`config.mk`:
```
export PLATFORM = sky130hd
export DESIGN_NAME = pipe_hazard_ctrl
export DESIGN_NICKNAME = d
export VERILOG_FILES = /design/src/rtl/pipe_hazard_ctrl.sv
export SDC_FILE = /design/constraint.sdc
export NUM_CORES = 1
export LEC_CHECK = 0
export ABC_AREA = 1
export CAP_MARGIN = 20
export CORE_ASPECT_RATIO = 0.5
export CORE_MARGIN = 2
export CORE_UTILIZATION = 55
export CTS_CLUSTER_DIAMETER = 100
export DETAILED_ROUTE_END_ITERATION = 10
export DONT_BUFFER_PORTS = 1
export PLACE_DENSITY = 0.7
export SLEW_MARGIN = 10
export SYNTH_ARGS = -nofsm -noshare
export SYNTH_HDL_FRONTEND = slang
export SYNTH_SLANG_ARGS = --single-unit
```
`constraint.sdc`:
```
create_clock -name clk -period 3.6 [get_ports clk]
set_clock_uncertainty 0.2 [all_clocks]
set_input_delay 0.36 -clock clk [delete_from_list [all_inputs] [get_ports clk]]
set_output_delay 0.36 -clock clk [all_outputs]
set_load 0.02 [all_outputs]
```
`src/rtl/pipe_hazard_ctrl.sv`:
```
// Pipeline sequencing controller for the 5-stage core: reset fill, load-use stall,
// branch flush and memory freeze. Optional perf counters: PIPE_HAZARD_CTRL_PERF_EN.
module pipe_hazard_ctrl #(
  parameter int RST_HOLD    = 2,
  parameter int MEM_TIMEOUT = 64,
  parameter int CNT_W       = 32
) (
  input  logic             clk,
  input  logic             arst_n,
  input  logic [4:0]       id_rs1,
  input  logic [4:0]       id_rs2,
  input  logic             id_rs1_used,
  input  logic             id_rs2_used,
  input  logic [4:0]       ex_rd,
  input  logic             ex_reg_wr,
  input  logic             ex_is_load,
  input  logic             ex_br_taken,
  input  logic             mem_req,
  input  logic             mem_ready,
  output logic             pc_en,
  output logic             if_id_en,
  output logic             id_ex_en,
  output logic             ex_mem_en,
  output logic             mem_wb_en,
  output logic             if_id_flush,
  output logic             id_ex_flush,
  output logic             err_timeout,
  output logic [CNT_W-1:0] stall_cycles,
  output logic [CNT_W-1:0] flush_events
);

  typedef enum logic [1:0] {START, RUN, MEM_WAIT} state_t;

  localparam int          WAIT_W    = $clog2(MEM_TIMEOUT + 2);
  localparam logic [3:0]  HOLD_LAST = 4'(RST_HOLD - 1);
  localparam logic [WAIT_W-1:0] WAIT_MAX = WAIT_W'(MEM_TIMEOUT);
  localparam logic        WD_ON     = (MEM_TIMEOUT != 0);

  state_t            state, state_n;
  logic [3:0]        hold_cnt;
  logic [WAIT_W-1:0] wait_cnt;
  logic [WAIT_W-1:0] wait_inc;
  logic              lu_done;
  logic              hazard, lu_stall, advance;

  logic run_pc, run_if_id_en, run_id_ex_en, run_ex_mem_en, run_mem_wb_en;
  logic run_if_id_flush, run_id_ex_flush, run_br, run_lu;

  assign hazard = ex_is_load & ex_reg_wr & (ex_rd != 5'd0) &
                  ((id_rs1_used & (id_rs1 == ex_rd)) | (id_rs2_used & (id_rs2 == ex_rd)));
  // The bubble moves the load on, so a hazard still visible right after its
  // bubble is the same hazard and must not stall a second time.
  assign lu_stall = hazard & ~lu_done;
  assign wait_inc = wait_cnt + WAIT_W'(1);

  // Advancing-cycle rules shared by RUN and the MEM_WAIT release cycle.
  always_comb begin
    // NOTE: every combinational output gets a default first so no latch is inferred.
    run_pc          = 1'b1;
    run_if_id_en    = 1'b1;
    run_id_ex_en    = 1'b1;
    run_ex_mem_en   = 1'b1;
    run_mem_wb_en   = 1'b1;
    run_if_id_flush = 1'b0;
    run_id_ex_flush = 1'b0;
    run_br          = 1'b0;
    run_lu          = 1'b0;
    if (ex_br_taken) begin
      run_if_id_flush = 1'b1;
      run_id_ex_flush = 1'b1;
      run_br          = 1'b1;
    end else if (lu_stall) begin
      run_pc          = 1'b0;
      run_if_id_en    = 1'b0;
      run_id_ex_flush = 1'b1;
      run_lu          = 1'b1;
    end
  end

  always_comb begin
    state_n     = state;
    advance     = 1'b0;
    pc_en       = 1'b0;
    if_id_en    = 1'b0;
    id_ex_en    = 1'b0;
    ex_mem_en   = 1'b0;
    mem_wb_en   = 1'b0;
    if_id_flush = 1'b0;
    id_ex_flush = 1'b0;
    unique case (state)
      START: begin
        if_id_flush = 1'b1;
        id_ex_flush = 1'b1;
        if (hold_cnt == HOLD_LAST) state_n = RUN;
      end
      RUN: begin
        if (mem_req && !mem_ready) state_n = MEM_WAIT;
        else                       advance = 1'b1;
      end
      MEM_WAIT: begin
        if (mem_ready) begin
          advance = 1'b1;
          state_n = RUN;
        end
      end
      default: state_n = START;
    endcase
    if (advance) begin
      pc_en       = run_pc;
      if_id_en    = run_if_id_en;
      id_ex_en    = run_id_ex_en;
      ex_mem_en   = run_ex_mem_en;
      mem_wb_en   = run_mem_wb_en;
      if_id_flush = run_if_id_flush;
      id_ex_flush = run_id_ex_flush;
    end
  end

  always_ff @(posedge clk or negedge arst_n) begin
    if (!arst_n) begin
      // NOTE: sequential state uses non-blocking assignments so every flop samples pre-edge values.
      state       <= START;
      hold_cnt    <= '0;
      wait_cnt    <= '0;
      err_timeout <= 1'b0;
      lu_done     <= 1'b0;
    end else begin
      state <= state_n;
      if (state == START) hold_cnt <= hold_cnt + 4'd1;
      if (advance) lu_done <= run_lu;
      if (state == MEM_WAIT && !mem_ready) begin
        if (WD_ON && wait_cnt != WAIT_MAX) wait_cnt <= wait_inc;
        if (WD_ON && wait_inc == WAIT_MAX) err_timeout <= 1'b1;
      end else begin
        wait_cnt <= '0;
      end
    end
  end

`ifdef PIPE_HAZARD_CTRL_PERF_EN
  logic [CNT_W-1:0] stall_q, flush_q;

  always_ff @(posedge clk or negedge arst_n) begin
    if (!arst_n) begin
      stall_q <= '0;
      flush_q <= '0;
    end else begin
      if (state != START && !pc_en) stall_q <= stall_q + CNT_W'(1);
      if (advance && run_br)        flush_q <= flush_q + CNT_W'(1);
    end
  end

  assign stall_cycles = stall_q;
  assign flush_events = flush_q;
`else
  assign stall_cycles = '0;
  assign flush_events = '0;
`endif

endmodule

```
# == After elaboration in Yosys (flattened, before gate mapping) ==
# Index checks and enable logic that the tools add are counted.
# totals
ff_bits,15
latch_bits,0
ramBits,0
mem_bits_ro,0
inputBits,24
output_inout_bits,72
wordCells,53
mem_count,0
# op_classes
n_addsub,2
mul,0
div,0
magnitude_cmp,0
n_eq_ne,11
shift,0
mux,20
n_bitwise,8
reduce_logical,7
# op_table
op,n
7-bit two-way mux,2
1-bit two-way mux,13
5-bit == test,2
7-bit by 1-bit adder with 7-bit output (second input constant),1
7-bit == test (second input constant),1
7-bit != test (second input constant),1
1-bit AND,6
2-bit two-way mux,3
2-bit != test (second input constant),3
2-bit case mux with 3 select lines,1
5-bit nonzero test,1
4-bit by 1-bit adder with 4-bit output (second input constant),1
4-bit by 1-bit == test with 1-bit output (second input constant),1
3-bit AND reduction,1
2-bit by 1-bit == test with 1-bit output (second input constant),1
2-bit == test (second input constant),1
1-bit logical AND,2
2-bit zero test,1
2-bit by 1-bit != test with 1-bit output (second input constant),1
1-bit case mux with 2 select lines,1
2-bit AND reduction,1
1-bit zero test,1
1-bit inverter,1
1-bit OR,1

# == Logic depth before layout (Yosys ltp) ==
# Gate-level depths: netlist of the first run.
# logic_depth
depth_word,8
mapped_depth,10
mapped_depth_nobuf,9

# == Worst setup path after synthesis of the first run ==
# Ideal clock, no wire load.
# synth_timing
kind,register to output
start,reg state[0]
end,out pc_en
arrival_time_ns,1.505
required_time_ns,3.040
slack_ns,1.535
path_stages_with_launch,8
n_path_buf,1
cell_sequence,dfrtp_1 > inv_1 > ha_1 > nand2_1 > a21boi_4 > nand2_1 > inv_1 > buf_4
# synth_via
elab_chain_cells,3
elab_cells_between_ends,4
cone_classes,2 x eq/ne; 2 x mux
# synth_rtl
element,line_no,rtl
from (decl),39,"state_t state, state_n;"
from (signal assigned),128,state <= state_n;
2-bit == test / 2-bit by 1-bit == test with 1-bit output (equally long branches),90,unique case (state)
1-bit case mux with 2 select lines *,90,
1-bit two-way mux *,-,
to (decl),20,"output logic pc_en,"
# Every way passes the cells marked *; elsewhere a longest branch is shown, timed or not.

# == Worst setup path in the final report of the first run ==
# layout_timing
start,reg state[0]
end,out id_ex_flush
# layout_via
elab_chain_cells,3
elab_cells_between_ends,6
cone_classes,2 x eq/ne; 3 x mux; 1 x reduce/logical
# layout_rtl
element,line_no,rtl
"2-bit == test, or another cell as far along",90,
1-bit case mux with 2 select lines / 1-bit two-way mux (equally long branches),90,
1-bit two-way mux *,108,if (advance) begin
to (decl),26,"output logic id_ex_flush,"
# Marks and branches as above.

==> flow_summary.toml, run 1 <==
[clocking]
cts_buffers = 3
cts_sinks = 15
htreeDepth = 1
cts_root_buf = "clkbuf_8"
cts-resized-gates = 0
path_clk_slew_ps = 60
cts_tree = "built"
clk_latency_ps = 250
clockBufferDepth = 2

[floorplanning]
initial_core_util_pct = 60.4
rows = 13
pin_count = 96
fp.dieH_um = 42.5
core_sq_mm = 0.00270
die_area_sq_mm = 0.00344
die_w_um = 81.0

[setup_path]
worstSetupPathType = "flop to primary output"
crit_arrival_ps = 2020
r2r-start = "state[0]"
start_kind = "flop"
cp-end-kind = "primary output"
cp.required_ps = 3040
crit_fanout = 9
crit_start = "state[0]"

[global_routing]
grt_max_degree = 16
grt_usage_pct = 14.2
antenna_found_initial = 0
grt_pass1_wl_um = 3820
grt_overflow_total = 0
grt_pass1_vias = 944

[timing]
drv_slew = 0
fin_hold_ws_ps = 125
worst-slew-pin-transition_ps = 680
fin_crit_ps = 2580
hold_viol = 0
rsz0062_at_grt = "no"
fmax_ghz = 0.388
fin_tns_setup_ps = 0
post-route-period-util_pct = 71.6
max_slew_margin_pct = 54.5
setup_violations = 0

[detailed_routing]
drt_iter0_drc = 28
ant_nets = 0
drc_errors = 0
wirelength_um = 2390
wl_per_cell_um = 8.95
vias_per_cell = 4.06
via_count = 1085
drt_first_pass_iters = 4

[cells_and_area]
antenna-diode-count = 0
fin_cells = 267
area_growth_syn_to_layout_pct = -10.1
utilization_pct = 54.3
drive_gt1_share_pct = 6.96
nNetsFinal = 265

[yosys]
ys_seq_elements = 15
yosys.area.top_type_share_pct = 30.9
yosys_warnings = 0
synth.cell_area_sq_mm = 0.00163
syn_avg_cell_area_sq_um = 7.12
synth-seq-area-share_pct = 23.0
synth_cell_types = 24
yosysTopAreaCell = "buf_4"
synthCells = 229
synthTopCellsByArea = "buf_4 31%, dfrtp_1 23%, nand2_1 11%"

[power]
finalPower_uw = 794
powerDensity_mw_per_mm2 = 542
ir_worst_vdd_uv = 200
total_leakage_power_nw = 0.870

[placement]
dp_hpwl_um = 2070
portBuffers = 0
place_congestion = 0.764
dpl.cell_count = 262

[run]
drv_cap = 0

[status]
status = "completed"

[min_path]
min_from = "ex_br_taken"
hold_path.class = "input pin to flop"
## logic make-up after synthesis
group	count (synthesis)	share of synthesized area, %
AO/OA/AOI/OAI	12	5.22
XOR/XNOR	6	3.22
adder cells (fa/ha/maj)	10	7.67
buffers and inverters	101	38.7
flip-flops	15	23.0
other	1	0.230
AND/OR/NAND/NOR	84	21.9
## final cells by class
type / count / area, sq um
clock buffers: 4 / 45.0
inverters: 34 / 128
repair buffers: 1 / 10.0
multi-input cells: 176 / 861
well taps: 37 / 46.3
fillers: 285 / 1230
flip-flops and latches: 15 / 375
## sequential cells by signal, summed over array words and instances (netlist names)
signal,flops
state,2
wait_cnt,7
hold_cnt,4
lu_done,1
err_timeout,1
## path summary, 6_finish.rpt
check	depth (start not counted)	endpoint	slack (ps)
worst max register to register	6	lu_done	1750
worst min register to register	1	hold_cnt[3]	280
max in group asynchronous	1	hold_cnt[3]	2370
worst max-delay path	7	id_ex_flush	1020
min in group asynchronous	1	wait_cnt[4]	390
worst min-delay path	3	lu_done	130
## layer usage
| metal | vias up | share of wire [%] | global-route usage (%) |
|---|---|---|---|
| met2 | 46 | 52 | 26.4 |
| met1 | 479 | 40 | 15.8 |
| met4 | 0 | 0 | 4.07 |
| li1 | 560 | - | - |
| met3 | 0 | 8.1 | 3.88 |
| met5 | - | 0 | 0 |
## through the flow
stage | worst slack (ps) | area (sq um)
finish | 1020 | 1470
global placement | 1360 | 1410
CTS | 997 | 1470
global route | 840 | 1470
detailed placement | 1270 | 1410
floorplan | 1530 | 1870
## worst max-delay path, cell delays in order, from the launching register on
cell      delay (ps)
dfrtp_1          430
inv_1            100
ha_1             200
nand2_1          100
a21boi_4         510
nand2_1          100
o21a_1           140
nand2_1          170
## layout by cell type, fill, tap and decap left out, drive strengths merged
master | synthesis | final
nand3 | 10 | 10
dlygate4sd3 | 0 | 1
nor3b | 1 | 1
a21boi | 1 | 1
nor3 | 1 | 1
nand2 | 49 | 49
ha | 10 | 10
a22o | 1 | 1
xnor2 | 1 | 1
conb | 1 | 64
o31ai | 1 | 1
inv | 34 | 34
clkbuf | 0 | 4
xor2 | 5 | 5
nand4 | 2 | 2
o21a | 2 | 2
nor2 | 21 | 21
o21ai | 4 | 4
a21oi | 3 | 3
dfrtp | 15 | 15
## report_power, final
group / leakage [nW] / total (mW) / switching [mW] / internal (mW)
clock: 0.0228 / 0.137 / 0.0583 / 0.0783
sequential: 0.190 / 0.260 / 0.0438 / 0.216
combinational: 0.657 / 0.398 / 0.284 / 0.114
total: 0.870 / 0.794 / 0.386 / 0.408
## synth_stat cells
| cell type | instances |
|---|---|
| o31ai_1 | 1 |
| inv_1 | 28 |
| nor3_1 | 1 |
| conb_1 | 1 |
| o21ai_0 | 2 |
| xnor2_1 | 1 |
| nand2_1 | 47 |
| a21oi_1 | 3 |
| nor2_1 | 17 |
| nor2_2 | 3 |
| ha_1 | 10 |
| a21boi_4 | 1 |
| xor2_1 | 5 |
| nand3_1 | 10 |
| inv_2 | 6 |
| buf_4 | 67 |
| nor2_4 | 1 |
| nand4_1 | 2 |
| dfrtp_1 | 15 |
| a22o_1 | 1 |
| o21ai_1 | 2 |
| nand2_2 | 2 |
| nor3b_1 | 1 |
| o21a_1 | 2 |
## timing repair
action                                 in CTS  in global routing
endpoints found under the hold margin      15                  0
hold buffers                                1                  0
setup buffers                               0                  0
Power figures use the tool's default switching activity.
==> inputs of run 2 (changes only) <==
--- a/config.mk
+++ b/config.mk
@@ -13,7 +13,7 @@
 export CTS_CLUSTER_DIAMETER = 100
 export DETAILED_ROUTE_END_ITERATION = 10
 export DONT_BUFFER_PORTS = 1
-export PLACE_DENSITY = 0.7
+export PLACE_DENSITY = 0.73
 export SLEW_MARGIN = 10
 export SYNTH_ARGS = -nofsm -noshare
 export SYNTH_HDL_FRONTEND = slang
==> constraint.sdc (replaced) <==
create_clock -name clk -period 2.3 [get_ports clk]
set_clock_uncertainty 0.2 [all_clocks]
set_input_delay 0.23 -clock clk [delete_from_list [all_inputs] [get_ports clk]]
set_output_delay 0.23 -clock clk [all_outputs]
set_load 0.02 [all_outputs]
==> run 2 against run 1 <==
Net effect:
- cell area is 1.2% higher
- first-iteration DRC count is 64% higher
- via count is 1.8% higher
- final cell count is 0.75% higher
- utilization is 0.65 points higher
- global-route usage is 0.35 points higher
- sequential cell count stayed put
- setup slack worse by 850 ps
- die area stayed put
- count of clock-buffer cells in the layout stayed put
- combinational power is 59% higher
- power is 58% higher
- largest power group unchanged
==> flow_summary.toml, run 2 (same netlist as run 1, synthesis figures left out) <==
[cells_and_area]
antenna-diode-count = 0
drive_gt1_share_pct = 7.33
largest_reg_flops = 7
layout_commonest_cell = "conb_1"
top_register = "wait_cnt"
area_growth_syn_to_layout_pct = -9.06
top_regs = "wait_cnt (7), hold_cnt (4), state (2)"
mostFrequentLayoutCells = "64 x conb_1, 47 x nand2_1, 28 x inv_1, 17 x nor2_1, 15 x dfrtp_1"
nNetsFinal = 267

[timing]
worst-slew-pin-transition_ps = 685
rsz0062_at_grt = "no"
post-route-period-util_pct = 92.3
fin_crit_ps = 2120
drv_slew = 0
fin_hold_ws_ps = 33.5
fin_tns_setup_ps = 0
max_slew_margin_pct = 54.2
fmax_ghz = 0.471
hold_viol = 0
setup_violations = 0

[detailed_routing]
drc_errors = 0
wl_per_cell_um = 8.93
drt_first_pass_iters = 6
drt_iter0_drc = 46
wirelength_um = 2400
ant_nets = 0
vias_per_cell = 4.11
via_count = 1105

[setup_path]
crit_arrival_ps = 1690
cp-end-kind = "primary output"
critPathTopFamily = "flip-flops"
r2r-start = "state[0]"
r2r-end = "wait_cnt[1]"
cp.required_ps = 1870
crit_start = "state[0]"
crit_fanout = 7
worst-path-stages = 7
rrSetupSlack_ps = 530
worstRegToRegCells = 8
slowest_delay_ps = 430
crit_end = "id_ex_flush"
crit_top_cell = "nand2_1"
worstSetupPathType = "flop to primary output"
cp_num_buf_inv = 1
path_cells = "inv_1 -> ha_1 -> nand2_1 -> a21boi_4 -> nand2_1 -> o21a_1 -> nand2_1"
start_kind = "flop"
crit_slowest_cell = "dfrtp_1"

[clocking]
cts_buffers = 3
clk_latency_ps = 250
postCtsSetupBuffers = 0
htreeDepth = 1
cts_sinks = 15
cts_root_buf = "clkbuf_8"
cts_tree = "built"
path_clk_slew_ps = 60
hold_buffers = 2
clockBufferDepth = 2
cts-resized-gates = 0

[placement]
portBuffers = 0
dp_hpwl_um = 2070
place_congestion = 0.789

[floorplanning]
core_sq_mm = 0.00270
initial_core_util_pct = 60.4
rows = 13
fp.dieH_um = 42.5
die_w_um = 81.0
pin_count = 96
die_area_sq_mm = 0.00344

[power]
total_leakage_power_nw = 0.880
powerDensity_mw_per_mm2 = 844
ir_worst_vdd_uv = 277

[min_path]
hold_path.class = "input pin to flop"

[global_routing]
grt_max_degree = 16
grt_pass1_vias = 940
antenna_found_initial = 0
grt_usage_pct = 14.6
grt_overflow_total = 0
grt_pass1_wl_um = 3900

[run]
drv_cap = 0

[status]
status = "completed"
==> run 2: worst min-delay path by stage <==
| stage | slack [ps] | endpoint | cells past startpoint | startpoint |
|---|---|---|---|---|
| 2_1_floorplan | -270 | err_timeout | 0 | arst_n |
| 6_report | 30 | wait_cnt[3] | 3 | mem_ready |
| 5_1_grt | 40 | wait_cnt[3] | 3 | mem_ready |
| 3_5_place_dp | -270 | wait_cnt[4] | 0 | arst_n |
| 4_1_cts | 30 | wait_cnt[3] | 3 | mem_ready |
| 3_3_place_gp | -270 | wait_cnt[4] | 0 | arst_n |
==> run 2: report_power, final <==
| group | internal (mW) | switching [mW] |
|---|---|---|
| Sequential | 0.338 | 0.0677 |
| Clock | 0.123 | 0.0900 |
| Combinational | 0.188 | 0.445 |
| Total | 0.649 | 0.603 |
==> run 2: cell type report <==
type / instances / area [sq um]
Clock buffer: 4 / 45.0
Multi-Input combinational cell: 176 / 861
Fill cell: 273 / 1220
Sequential cell: 15 / 375
Timing Repair Buffer: 3 / 27.5
Tap cell: 37 / 46.3
Inverter: 34 / 128
==> run 2: stage by stage <==
stage	instances	instance area (sq um)	util [%]	setup slack (ps)	power, mW
floorplan	292	1870	-	365	1.06
global placement	263	1420	52.5	509	1.02
detailed placement	263	1420	52.5	430	1.05
CTS	269	1480	54.9	152	1.27
global route	269	1480	54.9	28.5	1.37
finish	269	1480	54.9	177	1.25
==> run 2: worst reg2reg max path, stage by stage, from the launching register on <==
cell     delay, ps
dfrtp_1        430
inv_1          110
ha_1           210
nand2_2        140
inv_2           90
nand3_1         70
nor2_2         170
nor2_1          80
a22o_1         170
==> run 2: per-layer routing <==
layer	vias to the layer above	global-route usage, %	wire [um]
li1	570	-	-
met1	483	16.6	929
met2	49	26.1	1260
met3	3	4.09	197
met4	0	5.08	14
met5	-	0	0
